### src/rtl/lcd_stim_pkg.sv
// Shared types and defaults for the LCD stimulus sequencer.
// Holds the playback state encoding and buffer pointer sizing.
package lcd_stim_pkg;

    typedef enum logic [1:0] {
        S_IDLE,
        S_ISSUE,
        S_WAIT,
        S_GAP
    } state_t;

    localparam int DEPTH_DEF       = 16;
    localparam int GAP_CYC_DEF     = 4;
    localparam int TIMEOUT_CYC_DEF = 65535;

    function automatic int ptr_w(input int depth);
        return (depth < 2) ? 1 : $clog2(depth);
    endfunction

endpackage

### src/rtl/lcd_stim_fifo.sv
// Command buffer of {rs, data} entries with flush and rotate.
// Rotate re-queues the popped head at the tail for looped playback.
module lcd_stim_fifo
    import lcd_stim_pkg::*;
#(
    parameter int DEPTH = DEPTH_DEF,
    parameter int W     = 9
) (
    input  logic         clk,
    input  logic         rst,
    input  logic         i_wr,
    input  logic [W-1:0] i_wdat,
    input  logic         i_pop,
    input  logic         i_rot,
    input  logic         i_flush,
    output logic [W-1:0] o_rdat,
    output logic         o_full,
    output logic         o_empty
);

    localparam int PW = ptr_w(DEPTH);
    localparam int CW = PW + 1;

    logic [W-1:0]  r_mem [DEPTH];
    logic [PW-1:0] r_wp;
    logic [PW-1:0] r_rp;
    logic [CW-1:0] r_cnt;

    logic          w_pop;
    logic          w_push;
    logic [W-1:0]  w_wdat;

    assign o_empty = (r_cnt == '0);
    assign o_full  = (r_cnt == CW'(DEPTH));
    assign o_rdat  = r_mem[r_rp];

    assign w_pop  = i_pop && !o_empty && !i_flush;
    // A rotating pop occupies the write port; a same-cycle external write is dropped
    assign w_push = !i_flush &&
                    ((w_pop && i_rot) || (i_wr && (!o_full || w_pop)));
    assign w_wdat = (w_pop && i_rot) ? o_rdat : i_wdat;

    always_ff @(posedge clk) begin
        if (w_push) r_mem[r_wp] <= w_wdat;
    end

    always_ff @(posedge clk or negedge rst) begin
        if (!rst) begin
            r_wp  <= '0;
            r_rp  <= '0;
            r_cnt <= '0;
        end else if (i_flush) begin
            r_wp  <= '0;
            r_rp  <= '0;
            r_cnt <= '0;
        end else begin
            if (w_push) r_wp <= r_wp + PW'(1);
            if (w_pop)  r_rp <= r_rp + PW'(1);
            if (w_push && !w_pop)      r_cnt <= r_cnt + CW'(1);
            else if (w_pop && !w_push) r_cnt <= r_cnt - CW'(1);
        end
    end

endmodule

### src/rtl/lcd_stim_sequencer.sv
// Plays buffered {rs, data} commands to an LCD controller with done/timeout.
// LCD_STIM_LOOP_EN adds loop_mode for non-destructive repeating playback.
module lcd_stim_sequencer
    import lcd_stim_pkg::*;
#(
    parameter int DEPTH       = DEPTH_DEF,
    parameter int DATA_W      = 8,
    parameter int GAP_CYC     = GAP_CYC_DEF,
    parameter int TIMEOUT_CYC = TIMEOUT_CYC_DEF
) (
    input  logic              clk,
    input  logic              rst,
    input  logic              wr_en,
    input  logic              wr_rs,
    input  logic [DATA_W-1:0] wr_data,
    input  logic              start,
    input  logic              abort,
    input  logic              lcd_done,
`ifdef LCD_STIM_LOOP_EN
    input  logic              loop_mode,
`endif
    output logic              lcd_rs,
    output logic [DATA_W-1:0] lcd_data,
    output logic              lcd_strobe,
    output logic              full,
    output logic              empty,
    output logic              busy,
    output logic [15:0]       done_cnt,
    output logic              timeout_err
);

    localparam int TW = $clog2(TIMEOUT_CYC + 1);
    localparam int GW = $clog2(GAP_CYC + 1);

    state_t            r_state;
    logic [TW-1:0]     r_tmr;
    logic [GW-1:0]     r_gap;
    logic              r_rs;
    logic [DATA_W-1:0] r_data;
    logic              r_strobe;
    logic [15:0]       r_done_cnt;
    logic              r_tmo_err;

    logic              w_pop;
    logic              w_rot;
    logic              w_tmo;
    logic              w_flush;
    logic              w_empty;
    logic              w_full;
    logic [DATA_W:0]   w_head;

    assign w_pop   = (r_state == S_ISSUE) && !abort;
    assign w_tmo   = (r_state == S_WAIT) && !lcd_done &&
                     (r_tmr == TW'(TIMEOUT_CYC - 1));
    assign w_flush = abort || w_tmo;
`ifdef LCD_STIM_LOOP_EN
    assign w_rot   = loop_mode;
`else
    assign w_rot   = 1'b0;
`endif

    lcd_stim_fifo #(
        .DEPTH (DEPTH),
        .W     (DATA_W + 1)
    ) u_fifo (
        .clk     (clk),
        .rst     (rst),
        .i_wr    (wr_en),
        .i_wdat  ({wr_rs, wr_data}),
        .i_pop   (w_pop),
        .i_rot   (w_rot),
        .i_flush (w_flush),
        .o_rdat  (w_head),
        .o_full  (w_full),
        .o_empty (w_empty)
    );

    always_ff @(posedge clk or negedge rst) begin
        if (!rst) begin
            r_state    <= S_IDLE;
            r_tmr      <= '0;
            r_gap      <= '0;
            r_rs       <= 1'b0;
            r_data     <= '0;
            r_strobe   <= 1'b0;
            r_done_cnt <= '0;
            r_tmo_err  <= 1'b0;
        end else begin
            r_strobe <= 1'b0;
            if (start && !abort) r_tmo_err <= 1'b0;
            if (abort) begin
                r_state <= S_IDLE;
            end else begin
                unique case (r_state)
                    S_IDLE: begin
                        if (start && !w_empty) r_state <= S_ISSUE;
                    end
                    S_ISSUE: begin
                        r_rs     <= w_head[DATA_W];
                        r_data   <= w_head[DATA_W-1:0];
                        r_strobe <= 1'b1;
                        r_tmr    <= '0;
                        r_state  <= S_WAIT;
                    end
                    S_WAIT: begin
                        if (lcd_done) begin
                            if (r_done_cnt != 16'hFFFF)
                                r_done_cnt <= r_done_cnt + 16'd1;
                            r_gap   <= '0;
                            r_state <= S_GAP;
                        end else if (w_tmo) begin
                            r_tmo_err <= 1'b1;
                            r_state   <= S_IDLE;
                        end else begin
                            r_tmr <= r_tmr + TW'(1);
                        end
                    end
                    S_GAP: begin
                        if (r_gap == GW'(GAP_CYC - 1))
                            r_state <= w_empty ? S_IDLE : S_ISSUE;
                        else
                            r_gap <= r_gap + GW'(1);
                    end
                    default: r_state <= S_IDLE;
                endcase
            end
        end
    end

    assign lcd_rs      = r_rs;
    assign lcd_data    = r_data;
    assign lcd_strobe  = r_strobe;
    assign full        = w_full;
    assign empty       = w_empty;
    assign busy        = (r_state != S_IDLE);
    assign done_cnt    = r_done_cnt;
    assign timeout_err = r_tmo_err;

endmodule

### config.mk
export PLATFORM = sky130hd
export DESIGN_NAME = lcd_stim_sequencer
export DESIGN_NICKNAME = d
export VERILOG_FILES = /design/src/rtl/lcd_stim_pkg.sv /design/src/rtl/lcd_stim_fifo.sv /design/src/rtl/lcd_stim_sequencer.sv
export SDC_FILE = /design/constraint.sdc
export NUM_CORES = 1
export LEC_CHECK = 0
export BUFFER_PORTS_ARGS = -buffer_cell sky130_fd_sc_hd__buf_2
export CORE_ASPECT_RATIO = 1.2
export CORE_UTILIZATION = 30
export CTS_BUF_LIST = sky130_fd_sc_hd__clkbuf_4 sky130_fd_sc_hd__clkbuf_8
export DETAILED_ROUTE_END_ITERATION = 8
export PLACE_DENSITY_LB_ADDON = 0.2
export RECOVER_POWER = 50
export SLEW_MARGIN = 40
export SYNTH_ARGS = -nofsm -noshare
export SYNTH_HDL_FRONTEND = slang
export SYNTH_SLANG_ARGS = --single-unit
### constraint.sdc
create_clock -name clk -period 2.9 [get_ports clk]
set_clock_uncertainty 0.2 [all_clocks]
set_input_delay 0.145 -clock clk [delete_from_list [all_inputs] [get_ports clk]]
set_output_delay 0.145 -clock clk [all_outputs]
set_load 0.02 [all_outputs]
==> results.txt <==
----------------------------------------------------
[Route]
  Antenna-violating nets left ... 0
  Via Count ... 5,630
  First DRT Iteration DRCs ... 447
  DR DRC count ... 0
  Routed length per placed instance ... 18.0 um
  Via density ... 4.87
  Routed wire length ... 20.8 mm
  Router iterations before antenna repair ... 5

[Synth]
  Mapped cell area ... 0.00898 mm2
  Top area cells in the synthesized netlist ... sky130_fd_sc_hd__edfxtp_1, sky130_fd_sc_hd__dfrtp_1, sky130_fd_sc_hd__mux4_2
  Netlist cell types ... 60
  Primary FF master, synth ... sky130_fd_sc_hd__edfxtp_1
  Post-synthesis sequential area ratio ... 65.1%
  Leading area contributor after synthesis ... sky130_fd_sc_hd__edfxtp_1
  Yosys warns ... 0
  Most repeated cell in the gate-level netlist after synthesis ... sky130_fd_sc_hd__edfxtp_1
  Post-synthesis async set-or-reset flop share ... 29.8%
  Synthesized instance count ... 617
  Number of flip-flops and latches in the synthesized netlist ... 205
  Number of synthesized flops with an enable pin ... 144
  Yosys top cell area share ... 48.1%
  Number of nets produced by synthesis ... 653
  Most frequent cells after synthesis ... sky130_fd_sc_hd__edfxtp_1, sky130_fd_sc_hd__dfrtp_1, sky130_fd_sc_hd__nor2_1, sky130_fd_sc_hd__nand2_1, sky130_fd_sc_hd__mux2i_1
  Average cell area after synthesis ... 14.6 um2

[STA]
  Setup TNS after final layout ... 0 ns
  Number of failing setup endpoints in the final timing report ... 0
  Setup repair after global routing missed its margin ... yes
  Number of pins exceeding their max-slew limit in the final report ... 0
  Maximum clock frequency ... 0.350 GHz
  Post-layout minimum cycle time ... 2.86 ns
  Period utilization ... 98.5%
  Endpoints failing hold ... 0
  Worst Tran Pin Value ... 1.33 ns
  Worst slack on hold paths ... 0.152 ns
  Headroom to the max-slew limit ... 11.5%
  Slack of the critical path ... 0.0432 ns

[Power]
  Total power density per cell area ... 743 mW/mm2
  Switching power share of the total ... 29.7%
  Switching Power ... 2.40 mW
  Sequential share of power ... 43.0%
  Clk network pwr share ... 33.7%
  Proportion of power drawn by combinational gates ... 23.3%
  Leakage dissipation ... 3.95 nW
  Cell-internal power ... 5.70 mW
  Peak ir drop on the vdd network ... 0.000284 V

[Setup path]
  Origin of the critical flop-to-flop path ... r_tmr[8]
  Type of the setup path with the least slack ... reg2reg
  Depth of the worst register-to-register path ... 12
  Arrival time worst endpoint ... 3.09 ns
  Largest fanout on the critical path ... 5
  Endpoint kind of the worst setup timing path ... flip-flop
  Data required time at the worst endpoint ... 3.13 ns
  Reg2reg end ... u_fifo.r_cnt[4]
  Register-to-Register Setup Slack ... 0.04 ns
  Crit path launch type ... flip-flop

[CTS]
  CTS Root Buffer Type ... sky130_fd_sc_hd__clkbuf_8
  CTS tree ... built
  Depth of the CTS H-tree ... 2
  Clock latency at the later pin of the worst-skew pair ... 0.53 ns
  Clock net sink count ... 205
  Buffers from clock root to sink, at most ... 3
  Number of buffers added by the clock tree synthesis step ... 37
  Clock transition at the registers of the reported paths ... 0.06 ns

[Place]
  Post-DP HPWL ... 14.3 mm
  Setup Slack @ Placement ... -0.0225 ns
  I/O Buffers ... 44
  Routability Congestion ... 0.764

[Die]
  Effective utilization at floorplan ... 30.4%
  Die outline area ... 0.0306 mm2
  Ports placed on the boundary ... 45
  Row Count ... 69
  Standard cell core area ... 0.0295 mm2
  Width of the chip ... 160 um
  Die Y ... 192 um

[Worst hold path]
  Hold Path Depth ... 7
  Hold Crit Class ... in2reg
  Hold wc startpoint ... wr_en
  Hold Path Sink ... u_fifo.r_wp[0]

[Job]
  Number of violations of the max-capacitance limit ... 0

[Global routing]
  Global route total overflow ... 0
  First-pass GRT wire length ... 32.7 mm
  Initial antenna violation count ... 0
  Pin count of the biggest net entering global routing ... 47
  Overall global routing resource usage ... 13.9%
  Via count of the first global-routing pass ... 5,918

[Layout]
  Sequential cell area ... 0.00585 mm2
  Area added between synthesis and finish ... 21.3%
  Layout cells sized above 1 ... 25.2%
  Ant diodes ... 0
  Fillers ... 2,882
  Multi-input logic area ... 0.00301 mm2
  Count of nets after finishing ... 773

[Run status]
  Run status ... complete, no violations

----------------------------------------------------
[metrics by stage]
step	utilization [%]	area, um2	instances	power, mW
6_report	36.9	10900	1155	8.10
2_1_floorplan	-	9040	617	4.80
4_1_cts	37.0	10900	1154	8.22
3_5_place_dp	33.7	9960	1066	5.39
5_1_grt	36.9	10900	1155	8.54
3_3_place_gp	33.7	9960	1066	5.32
[layer usage]
| layer | part of all wire (%) | wire [um] | global-route usage (%) | vias to the layer above |
|---|---|---|---|---|
| met4 | 2.3 | 478 | 5.24 | 0 |
| li1 | - | - | - | 2618 |
| met3 | 4.0 | 840 | 2.68 | 42 |
| met1 | 40 | 8260 | 15.3 | 2829 |
| met5 | 0 | 0 | 0 | - |
| met2 | 54 | 11200 | 26.4 | 141 |
[critical path, stage by stage (launching register included)]
cell and delay, ns:
sky130_fd_sc_hd__dfrtp_1 0.40, sky130_fd_sc_hd__nand4_1 0.27, sky130_fd_sc_hd__nor2_1 0.24, sky130_fd_sc_hd__nand3_1 0.13, sky130_fd_sc_hd__nand2_1 0.13, sky130_fd_sc_hd__ha_4 0.17
sky130_fd_sc_hd__inv_4 0.05, sky130_fd_sc_hd__fa_2 0.35, sky130_fd_sc_hd__a21o_1 0.19, sky130_fd_sc_hd__a21oi_2 0.12, sky130_fd_sc_hd__xnor2_1 0.08, sky130_fd_sc_hd__or3_1 0.32
sky130_fd_sc_hd__a21oi_2 0.13
[power by group through the flow]
stage | sequential (mW) | combinational, mW | clock (mW)
global placement | 3.52 | 1.80 | 0
global route | 3.51 | 2.08 | 2.95
finish | 3.48 | 1.89 | 2.73
floorplan | 3.57 | 1.23 | 0
CTS | 3.47 | 1.91 | 2.84
detailed placement | 3.53 | 1.86 | 0
[cell type report]
class,instances,share of cell area [%]
Sequential cell,205,53.7
Multi-Input combinational cell,368,27.6
Timing Repair Buffer,106,6.55
Clock buffer,58,6.46
Tap cell,390,4.48
Inverter,19,0.700
Clock inverter,9,0.482
[what timing repair did]
| action | 4_1_cts | 5_1_grt |
|---|---|---|
| pin swaps | 2 | 1 |
| setup buffers | 4 | 1 |
| endpoints found under the setup margin | 1 | 1 |
| hold endpoints to repair | 216 | 0 |
| resized for setup | 1 | 4 |
| hold buffers | 17 | 0 |
[placed cells by master, fill, tap and decap left out, types with 3 or more instances in the layout]
cell type and count:
sky130_fd_sc_hd__xnor2_1 14, sky130_fd_sc_hd__buf_2 20, sky130_fd_sc_hd__a21oi_2 3, sky130_fd_sc_hd__mux4_2 19
sky130_fd_sc_hd__o21ai_0 18, sky130_fd_sc_hd__o31ai_1 4, sky130_fd_sc_hd__nor2b_1 6, sky130_fd_sc_hd__o211ai_1 9
sky130_fd_sc_hd__o21ai_1 17, sky130_fd_sc_hd__mux2i_1 29, sky130_fd_sc_hd__edfxtp_1 144, sky130_fd_sc_hd__nand2_1 31
sky130_fd_sc_hd__mux2_2 18, sky130_fd_sc_hd__buf_4 42, sky130_fd_sc_hd__clkbuf_4 15, sky130_fd_sc_hd__clkinv_2 5
sky130_fd_sc_hd__dlygate4sd3_1 16, sky130_fd_sc_hd__nand2b_1 4, sky130_fd_sc_hd__and3_1 9, sky130_fd_sc_hd__inv_1 16
sky130_fd_sc_hd__nor3_1 6, sky130_fd_sc_hd__xor2_1 10, sky130_fd_sc_hd__and2_1 4, sky130_fd_sc_hd__nand4_1 14
sky130_fd_sc_hd__dfrtp_1 60, sky130_fd_sc_hd__clkbuf_1 25, sky130_fd_sc_hd__a31oi_1 6, sky130_fd_sc_hd__a21oi_1 12
sky130_fd_sc_hd__nor2_1 35, sky130_fd_sc_hd__nand3_1 20, sky130_fd_sc_hd__a22o_1 5, sky130_fd_sc_hd__ha_1 17
sky130_fd_sc_hd__a22oi_1 16, sky130_fd_sc_hd__clkbuf_8 43
[flip-flops by register name (all words and copies together), names as in the netlist]
| name | flops |
|---|---|
| u_fifo.r_mem | 144 |
| done_cnt | 16 |
| r_tmr | 16 |
| lcd_data | 8 |
| u_fifo.r_cnt | 5 |
| u_fifo.r_rp | 4 |
| u_fifo.r_wp | 4 |
| r_gap | 3 |
| r_state | 2 |
| lcd_rs | 1 |
| lcd_strobe | 1 |
| timeout_err | 1 |
[kinds of logic after synthesis]
group / share of synthesized area, %
AOI/OAI and AO/OA: 8.31
xor gates and xnor gates: 2.34
adders and majority gates: 3.01
buffers and inverters: 2.37
DFF: 65.1
muxes: 10.2
and+or+nand+nor: 8.61
[how the worst max path moves through the flow]
stage	startpoint	end	slack, ns	depth (start not counted)
CTS	r_state[1]	u_fifo.r_cnt[4]	0.03	14
floorplan	r_state[0]	u_fifo.r_cnt[4]	-0.09	15
detailed placement	r_state[1]	u_fifo.r_cnt[4]	-0.02	14
global route	r_state[0]	u_fifo.r_cnt[4]	-0.1	15
global placement	r_tmr[5]	u_fifo.r_cnt[4]	0.07	12
finish	r_tmr[8]	u_fifo.r_cnt[4]	0.04	12
Power figures use the tool's default switching activity.
